`src/rtl/fetch_pkg.sv`:
```
`default_nettype none
// +------------------------------------------------------------------+
// | fetch_pkg                                                        |
// | Shared fetch-unit types: FSM encodings, reset PC, widths.        |
// | Rev 1.0 - initial release                                        |
// +------------------------------------------------------------------+
package fetch_pkg;

   localparam int          c_INSTR_W  = 32;
   localparam int          c_PC_W     = 32;
   localparam logic [31:0] c_RESET_PC = 32'h0000_0000;

   typedef enum logic [1:0] {
      ST_BOOT  = 2'd0,
      ST_RUN   = 2'd1,
      ST_DRAIN = 2'd2
   } fetch_state_e;

   // Word-aligned increment; wraps 0xFFFF_FFFC -> 0x0000_0000.
   function automatic logic [c_PC_W-1:0] f_next_pc(input logic [c_PC_W-1:0] pc);
      return {pc[c_PC_W-1:2] + 30'd1, 2'b00};
   endfunction

endpackage
`default_nettype wire

```
`src/rtl/fetch_fifo.sv`:
```
`default_nettype none
// +------------------------------------------------------------------+
// | fetch_fifo                                                       |
// | Shift-register instruction buffer; head entry drives the output. |
// | Rev 1.0 - initial release                                        |
// +------------------------------------------------------------------+
module fetch_fifo #(
   parameter int   DEPTH = 2,
   parameter int   WIDTH = 64,
   localparam int  CNT_W = $clog2(DEPTH + 1)
) (
   input  logic             i_clk,
   input  logic             i_rst,
   input  logic             i_flush,
   input  logic             i_push,
   input  logic [WIDTH-1:0] i_wdata,
   input  logic             i_pop,
   output logic             o_valid,
   output logic [WIDTH-1:0] o_rdata,
   output logic [CNT_W-1:0] o_count
);

   logic [WIDTH-1:0] r_mem   [DEPTH];
   logic [WIDTH-1:0] w_shift [DEPTH];
   logic [CNT_W-1:0] r_cnt;
   logic [CNT_W-1:0] w_wr_idx;

   // Each entry takes its upper neighbour on a pop; the last one has none.
   for (genvar gi = 0; gi < DEPTH; gi++) begin : g_entry
      if (gi < DEPTH - 1) begin : g_shift
         assign w_shift[gi] = r_mem[gi+1];
      end else begin : g_last
         assign w_shift[gi] = r_mem[gi];
      end
   end

   assign w_wr_idx = i_pop ? (r_cnt - CNT_W'(1)) : r_cnt;

   always_ff @(posedge i_clk or posedge i_rst) begin
      if (i_rst) begin
         r_cnt <= '0;
         for (int i = 0; i < DEPTH; i++) r_mem[i] <= '0;
      end else if (i_flush) begin
         r_cnt <= '0;
      end else begin
         for (int i = 0; i < DEPTH; i++) begin
            if (i_pop) r_mem[i] <= w_shift[i];
            if (i_push && (CNT_W'(i) == w_wr_idx)) r_mem[i] <= i_wdata;
         end
         r_cnt <= r_cnt + CNT_W'(i_push) - CNT_W'(i_pop);
      end
   end

   assign o_valid = (r_cnt != '0);
   assign o_rdata = r_mem[0];
   assign o_count = r_cnt;

endmodule
`default_nettype wire

```
`src/rtl/fetch_unit.sv`:
```
`default_nettype none
// +------------------------------------------------------------------+
// | fetch_unit                                                       |
// | Credit-based instruction fetch with redirect/drain handling.     |
// | Optional macro FETCH_BUS_ERR_EN adds per-entry bus-error fault.  |
// | Rev 1.0 - initial release                                        |
// +------------------------------------------------------------------+
module fetch_unit
   import fetch_pkg::*;
#(
   parameter logic [31:0] RESET_PC   = c_RESET_PC,
   parameter int          FIFO_DEPTH = 2
) (
   input  logic                 i_clk,
   input  logic                 i_rst,
   output logic                 o_imem_req,
   output logic [c_PC_W-1:0]    o_imem_addr,
   input  logic                 i_imem_gnt,
   input  logic                 i_imem_rvalid,
   input  logic [c_INSTR_W-1:0] i_imem_rdata,
`ifdef FETCH_BUS_ERR_EN
   input  logic                 i_imem_err,
   output logic                 o_if_fault,
`endif
   output logic                 o_if_valid,
   output logic [c_INSTR_W-1:0] o_if_instr,
   output logic [c_PC_W-1:0]    o_if_pc,
   input  logic                 i_id_ready,
   input  logic                 i_redirect,
   input  logic [c_PC_W-1:0]    i_redirect_pc
);

   localparam int c_OUT_W = $clog2(FIFO_DEPTH + 1);
`ifdef FETCH_BUS_ERR_EN
   localparam int c_ENTRY_W = c_PC_W + c_INSTR_W + 1;
`else
   localparam int c_ENTRY_W = c_PC_W + c_INSTR_W;
`endif
   localparam logic [c_PC_W-1:0] c_RST_ADDR = {RESET_PC[c_PC_W-1:2], 2'b00};

   fetch_state_e         r_state, w_state_nxt;
   logic [c_PC_W-1:0]    r_pc;
   logic [c_PC_W-1:0]    r_resp_pc;
   logic [c_OUT_W-1:0]   r_outst, w_outst_nxt;
   logic [c_OUT_W-1:0]   w_fifo_cnt;
   logic [c_ENTRY_W-1:0] w_wdata, w_rdata;
   logic [c_PC_W-1:0]    w_target;
   logic                 w_req, w_gnt, w_resp, w_push, w_pop, w_credit, w_stop;

   assign w_target = {i_redirect_pc[c_PC_W-1:2], 2'b00};
   assign w_credit = ({1'b0, r_outst} + {1'b0, w_fifo_cnt}) < (c_OUT_W+1)'(FIFO_DEPTH);
   assign w_req    = (r_state == ST_RUN) && w_credit && !w_stop;
   assign w_gnt    = w_req && i_imem_gnt;
   assign w_resp   = i_imem_rvalid && (r_outst != '0);
   // Responses arriving while draining, or alongside a redirect, are stale.
   assign w_push   = w_resp && (r_state == ST_RUN) && !i_redirect;
   assign w_pop    = o_if_valid && i_id_ready && !i_redirect;

   always_comb begin
      w_outst_nxt = r_outst;
      if (w_gnt && !w_resp)      w_outst_nxt = r_outst + c_OUT_W'(1);
      else if (!w_gnt && w_resp) w_outst_nxt = r_outst - c_OUT_W'(1);
   end

   always_ff @(posedge i_clk or posedge i_rst) begin
      if (i_rst) r_state <= ST_BOOT;
      else       r_state <= w_state_nxt;
   end

   always_comb begin
      w_state_nxt = r_state;
      case (r_state)
         ST_BOOT:  w_state_nxt = ST_RUN;
         ST_RUN:   if (i_redirect && (w_outst_nxt != '0)) w_state_nxt = ST_DRAIN;
         ST_DRAIN: if (!i_redirect && (w_outst_nxt == '0)) w_state_nxt = ST_RUN;
         default:  w_state_nxt = ST_BOOT;
      endcase
   end

   // r_resp_pc tracks the PC of the oldest live outstanding request.
   always_ff @(posedge i_clk or posedge i_rst) begin
      if (i_rst) begin
         r_pc      <= c_RST_ADDR;
         r_resp_pc <= c_RST_ADDR;
         r_outst   <= '0;
      end else begin
         r_outst <= w_outst_nxt;
         if (i_redirect) begin
            r_pc      <= w_target;
            r_resp_pc <= w_target;
         end else begin
            if (w_gnt)  r_pc      <= f_next_pc(r_pc);
            if (w_push) r_resp_pc <= f_next_pc(r_resp_pc);
         end
      end
   end

`ifdef FETCH_BUS_ERR_EN
   logic r_err_stop;

   always_ff @(posedge i_clk or posedge i_rst) begin
      if (i_rst)                     r_err_stop <= 1'b0;
      else if (i_redirect)           r_err_stop <= 1'b0;
      else if (w_push && i_imem_err) r_err_stop <= 1'b1;
   end

   assign w_stop     = r_err_stop;
   assign w_wdata    = {i_imem_err, r_resp_pc, i_imem_rdata};
   assign o_if_fault = o_if_valid && w_rdata[c_ENTRY_W-1];
`else
   assign w_stop  = 1'b0;
   assign w_wdata = {r_resp_pc, i_imem_rdata};
`endif

   fetch_fifo #(
      .DEPTH (FIFO_DEPTH),
      .WIDTH (c_ENTRY_W)
   ) u_fifo (
      .i_clk   (i_clk),
      .i_rst   (i_rst),
      .i_flush (i_redirect),
      .i_push  (w_push),
      .i_wdata (w_wdata),
      .i_pop   (w_pop),
      .o_valid (o_if_valid),
      .o_rdata (w_rdata),
      .o_count (w_fifo_cnt)
   );

   assign o_imem_req  = w_req;
   assign o_imem_addr = r_pc;
   assign o_if_instr  = w_rdata[c_INSTR_W-1:0];
   assign o_if_pc     = w_rdata[c_INSTR_W +: c_PC_W];

`ifndef SYNTHESIS
   a_orphan_rvalid: assert property (@(posedge i_clk) disable iff (i_rst)
      i_imem_rvalid |-> (r_outst != '0))
      else $error("fetch_unit: rvalid with no outstanding request");
`endif

endmodule
`default_nettype wire

```
`config.mk`:
```
export PLATFORM = sky130hd
export DESIGN_NAME = fetch_unit
export DESIGN_NICKNAME = d
export VERILOG_FILES = /design/src/rtl/fetch_pkg.sv /design/src/rtl/fetch_fifo.sv /design/src/rtl/fetch_unit.sv
export SDC_FILE = /design/constraint.sdc
export NUM_CORES = 1
export LEC_CHECK = 0
export ABC_AREA = 1
export CAP_MARGIN = 40
export CORE_UTILIZATION = 55
export DETAILED_ROUTE_END_ITERATION = 16
export GPL_TIMING_DRIVEN = 0
export PLACE_DENSITY = 0.85
export RECOVER_POWER = 25
export SYNTH_ARGS = -nofsm -noshare
export SYNTH_HDL_FRONTEND = slang
export SYNTH_HIERARCHICAL = 1
export SYNTH_SLANG_ARGS = --single-unit
```
`constraint.sdc`:
```
create_clock -name i_clk -period 5.04 [get_ports i_clk]
set_input_delay 1.008 -clock i_clk [delete_from_list [all_inputs] [get_ports i_clk]]
set_output_delay 1.008 -clock i_clk [all_outputs]
set_load 0.05 [all_outputs]
```
* Yosys cells after proc, flatten, opt, wreduce, memory -nomap -nowiden
Cells that the tools add are included.
** Cells by class
- $add $sub $neg :: 8
- Multiply operators :: 0
- Divide/modulo/power cells :: 0
- $lt $le $gt $ge :: 1
- Equality and inequality tests :: 5
- Shift operators :: 0
- Multiplexer cells :: 13
- Bitwise operators :: 1
- Reduce and logical (&&, ||, !) cells :: 28
** Operators by type and width (number)
- 32-bit two-way mux :: 4
- 64-bit two-way mux :: 2
- 30-bit by 1-bit adder with 30-bit output (second input constant) :: 2
- 1-bit logical AND :: 13
- 2-bit two-way mux :: 6
- 2-bit nonzero test :: 6
- 2-bit logical NOT :: 3
- 2-bit case mux with 3 select lines :: 1
- 2-bit AND reduction :: 3
- 2-bit by 1-bit subtractor with 2-bit output (second input constant) :: 2
- 2-bit by 2-bit adder with 3-bit output :: 1
- 1-bit logical NOT :: 3
- 3-bit by 2-bit < comparator with 1-bit output (second input constant) :: 1
- 2-bit by 1-bit adder with 2-bit output :: 1
- 2-bit by 1-bit adder with 2-bit output (second input constant) :: 1
- 1-bit by 2-bit equality test with 1-bit output (first input constant) :: 1
- 2-bit by 1-bit equality test with 1-bit output (second input constant) :: 1
- 2-bit equality test (second input constant) :: 1
- 2-bit by 1-bit inequality test with 1-bit output (second input constant) :: 1
- 2-bit inequality test (second input constant) :: 1
- 2-bit by 1-bit subtractor with 2-bit output :: 1
- 1-bit NOT :: 1
** Storage, ports and cells
- Register bits :: 198
- Latch bits :: 0
- Memory bits (writable) :: 0
- Bits in read-only memories :: 0
- Output and inout port bits :: 98
- Logic and storage cells :: 63
- Memories :: 0

* Longest topological paths before layout
- Depth in word-level cells :: 12
- Depth in mapped cells :: 16
- Depth with buffers taken out :: 14

* By module
The synthesis kept the hierarchy.
** Modules (own cells, without submodules)
- fetch_fifo :: instances 1, cells each 846, area each 6884.1 µm²
- fetch_unit :: instances 1, cells each 695, area each 4606.9 µm²

* Least setup slack after synthesis
Ideal clock, no wire load.
- Path kind :: input port to flip-flop
- Start point :: input i_redirect
- End point :: register u_fifo/r_mem[40] (netlist bit)
- Arrival time :: 2.642 ns
- Required time :: 4.923 ns
- Slack :: 2.281 ns
- Cell stages on the path :: 10
- Buffers on the path :: 4
- Path through :: buf_4 clkbuf_1 nor2_1 ha_1 nor2_1 nand3_2 buf_4 buf_6 nand2_1 o21ai_2
** On the way
- Cells in the longest elaborated chain, start to end :: 6
- Elaborated cells on any way between the ends :: 8
** Ends and longest elaborated chain
- start: declaration :: line fetch_unit.sv:29 : input logic i_redirect,
- 1-bit logical NOT :: line fetch_unit.sv:57 : assign w_pop = o_if_valid && i_id_ready && !i_redirect;
- 1-bit logical AND :: line fetch_unit.sv:57
- net w_pop :: line fetch_unit.sv:48 : logic w_req, w_gnt, w_resp, w_push, w_pop, w_credit, w_stop;
- 2-bit two-way mux :: line fetch_fifo.sv:37 : assign w_wr_idx = i_pop ? (r_cnt - CNT_W'(1)) : r_cnt;
- 1-bit by 2-bit equality test with 1-bit output :: line fetch_fifo.sv:48 : if (i_push && (CNT_W'(i) == w_wr_idx)) r_mem[i] <= i_wdata;
- 1-bit logical AND :: line fetch_fifo.sv:48
- 2-bit AND reduction (no source line)
- end signal: indexed assignment :: line fetch_fifo.sv:47 : if (i_pop) r_mem[i] <= w_shift[i];
- end signal: indexed assignment :: line fetch_fifo.sv:48
- end: declaration :: line fetch_fifo.sv:23 : logic [WIDTH-1:0] r_mem [DEPTH];
The timed path passes the listed nets, and every way through them passes these cells.
A chain may end at the register's enable or synchronous reset.

* Final worst setup path
- Start point :: input i_redirect
- End point :: register u_fifo.r_mem (netlist bit u_fifo/o_rdata[12])
** On the way
- Cells in the longest elaborated chain, start to end :: 7
- Elaborated cells on any way between the ends :: 10
** Ends and longest elaborated chain (line)
- 1-bit logical NOT (*) :: fetch_unit.sv:57
- 1-bit logical AND (*) :: fetch_unit.sv:57
- net w_pop :: fetch_unit.sv:48
- 2-bit two-way mux :: fetch_fifo.sv:37
- 2-bit logical NOT :: fetch_fifo.sv:48
- 1-bit logical AND :: fetch_fifo.sv:48
- 2-bit nonzero test (no source line)
- 2-bit AND reduction (no source line)
The timed path passes the listed nets; every way through them passes the cells marked *.

==> results.py <==
metrics = {
    "synth": {
        "synth_most_common_cell": "nand2_1",
        "synthTopCellsByArea": "dfrtp_1, nand2_1, nand3_1",
        "synth_edf_count": 0,
        "synth_cells": 1541,
        "yosysTopAreaCellShare_pct": 42.25,
        "synthFlopType": "dfrtp_1",
        "synthArstFlopShare_pct": 100.0,
        "yosysWarnings": 6,
        "postSynthAreaPerCell_sq_um": 7.457,
        "synth_common_cells": "nand2_1, dfrtp_1, inv_1, nand3_1, buf_4",
        "syn-cell-area_sq_um": 11490,
        "synth_seq_area_share_pct": 42.25,
        "synth_cell_types": 44,
        "yosysTopAreaCell": "dfrtp_1",
        "synth-seq-cells": 194,
    },
    "routing": {
        "first_pass_iters": 5,
        "drt_iter0_drc": 720,
        "avgRoutedWirePerCell_microns": 14.80,
        "vias_per_cell": 5.196,
        "vias": 10460,
        "drc": 0,
        "drtAntennaViolNets": 0,
        "drt-total-wl_microns": 29790,
    },
    "setup_path": {
        "path_max_fanout": 10,
        "cp-start-kind": "input port",
        "end_kind": "flop",
        "arrival_ns": 4.46,
        "required_ns": 5.42,
        "path_class": "in2reg",
    },
    "timing": {
        "period_share_pct": 80.95,
        "hold_viol": 0,
        "setup_viol": 0,
        "min_period_ns": 4.080,
        "worst_pin_slew_ns": 1.660,
        "finalClockSkew_ns": 0.009523,
        "fin_ws_ns": 0.9599,
        "max_slew_margin_pct": -11.28,
        "drv_slew": 36,
        "fmax_mhz": 245.1,
        "rsz0062_at_grt": "no",
        "tns_ns": 0,
    },
    "clock_tree": {
        "post_cts_resize_count": 0,
        "clk_path_buf_depth": 2,
        "root_buffer": "clkbuf_16",
        "numCtsBuffers": 17,
        "clock_latency_ns": 0.45,
        "postCtsSetupRepairBufs": 0,
        "htreeDepth": 4,
        "cts_tree": "yes",
        "cts_sinks": 194,
        "path_clk_slew_ns": 0.07,
        "hold_buffers": 0,
    },
    "finish": {
        "final_nets": 1807,
        "antenna_cells": 0,
        "syn_to_final_growth_pct": 23.05,
        "drive_gt1_share_pct": 15.61,
    },
    "job": {
        "cap_viol_max_count": 1,
    },
    "floorplan": {
        "die-area_sq_um": 21480,
        "core_area_sq_um": 20360,
        "start_util_pct": 56.43,
        "rows": 52,
        "ios": 168,
        "die_w_microns": 146.5,
        "die_h_microns": 146.5,
    },
    "pwr": {
        "powerDensity_nw_per_um2": 475.8,
        "ir_drop_uv": 188.8,
        "p_leak_nw": 7.206,
    },
    "place": {
        "place.gp.congestion": 0.9733,
        "pre_cts_ws_ns": 0.5368,
        "io_buffer_count": 163,
        "dp_hpwl_microns": 21940,
    },
    "hold_path": {
        "hp-class": "reg2reg",
    },
    "global_route": {
        "grt_pass1_vias": 9927,
        "grt_pass1_wl_microns": 48890,
        "grt.overflow.total": 0,
        "grtUsageTotal_pct": 28.64,
        "antenna_found_initial": 0,
        "grt_max_degree": 96,
    },
    "run_status": {
        "outcome": "complete, but fails checks",
        "violations": "capacitance limit, slew limit",
    },
}
-- placed cells by master, fill, tap and decap left out, types with 3 or more instances in the layout --
cell | Yosys | final
nand2_1 | 604 | 604
dfrtp_1 | 194 | 194
clkdlybuf4s50_1 | 0 | 162
inv_1 | 156 | 154
nand3_1 | 121 | 121
buf_4 | 73 | 73
nor2_1 | 64 | 64
o21ai_2 | 57 | 57
buf_6 | 26 | 26
o21ai_0 | 24 | 24
nor3_1 | 22 | 22
buf_2 | 20 | 20
nand4_1 | 19 | 19
a21oi_1 | 19 | 19
inv_2 | 17 | 17
clkbuf_16 | 0 | 17
o211ai_1 | 14 | 14
o21ai_1 | 13 | 13
nand2_2 | 12 | 12
nor2_2 | 11 | 11
nor2_4 | 9 | 9
xor2_1 | 8 | 8
o221ai_1 | 6 | 6
ha_1 | 6 | 6
conb_1 | 1 | 6
inv_6 | 0 | 6
clkbuf_8 | 4 | 5
clkbuf_1 | 4 | 4
nand3b_1 | 4 | 4
a31oi_1 | 4 | 4
o31ai_1 | 4 | 4
a22oi_1 | 3 | 3
nor3_2 | 3 | 3
o21bai_1 | 3 | 3
inv_8 | 0 | 3
-- final cells by class --
class,count,area (sq um)
clock buffers,18,439.2
repair buffers,165,1687
inverters,174,655.6
flip-flops and latches,194,4855
fillers,1636,6225
well taps,270,337.8
plain buffers,128,1015
multi-input cells,1050,4987
clock inverters,14,163.9
-- routing by layer --
layer	GRT usage (%)	part of all wire (%)	wire [microns]
met1	38.59	43	12790
met2	47.90	48	14310
met3	4.094	7.1	2121
met4	8.750	1.9	573
met5	0	0	0
-- metrics by stage --
| step | hold WS (ns) | cell area (sq um) | cells | util [%] | power, W |
|---|---|---|---|---|---|
| 2_1_floorplan | 0.4500 | 11510 | 1546 | - | 0.004471 |
| 3_3_place_gp | 0.4628 | 13480 | 1979 | 66.19 | 0.005242 |
| 3_5_place_dp | 0.4666 | 13540 | 1981 | 66.50 | 0.005335 |
| 4_1_cts | 0.4859 | 14140 | 2013 | 69.46 | 0.006724 |
| 5_1_grt | 0.4950 | 14140 | 2013 | 69.43 | 0.007100 |
| 6_report | 0.4813 | 14140 | 2013 | 69.43 | 0.006728 |
-- sequential cells by signal, indices dropped and copies added, names as in the netlist --
signal / cells
r_resp_pc: 30
r_outst: 2
u_fifo/r_mem: 64
u_fifo/o_rdata: 64
u_fifo/o_count: 2
r_state: 2
o_imem_addr: 30
-- final timing paths --
kind	start	end	slack, ns	depth (start not counted)
setup / recovery	i_redirect	u_fifo/o_rdata[12]	0.96	13
hold / removal	u_fifo/o_rdata[49]	u_fifo/o_rdata[49]	0.48	2
setup reg to reg	r_outst[1]	u_fifo/o_rdata[63]	2.16	12
hold reg to reg	u_fifo/o_rdata[49]	u_fifo/o_rdata[49]	0.48	2
max in group asynchronous	i_rst	u_fifo/r_mem[53]	2.49	3
min in group asynchronous	i_rst	o_imem_addr[9]	1.14	2
-- logic make-up (layout without fill, tap and decap cells) --
kind of cell    after synthesis  count (layout)  synth area share, %
compound gates              149             149                9.168
simple gates                878             878                32.45
other cells                   1               6              0.03263
buf+inv                     302             499                14.51
fa+ha+maj                     7               7               0.8275
xor+xnor                     10              10               0.7622
flops                       194             194                42.25
-- where the power goes --
group,leakage [nW],switching [W],internal [W]
logic,4.37,0.00187,0.00113
registers,2.55,0.000362,0.00198
clock network,0.290,0.000662,0.000723
total,7.21,0.00290,0.00383
-- critical path, cell delays in order --
cell and delay [ns]:
clkdlybuf4s50_1 0.88, buf_4 0.31, clkbuf_1 0.56, nor2_1 0.27, ha_1 0.41, nand2_1 0.06
inv_1 0.09, buf_2 0.28, buf_2 0.27, nand3_1 0.11, nand2_1 0.08, nand2_1 0.05
nand2_1 0.05
(Power assumes the default switching activity.)
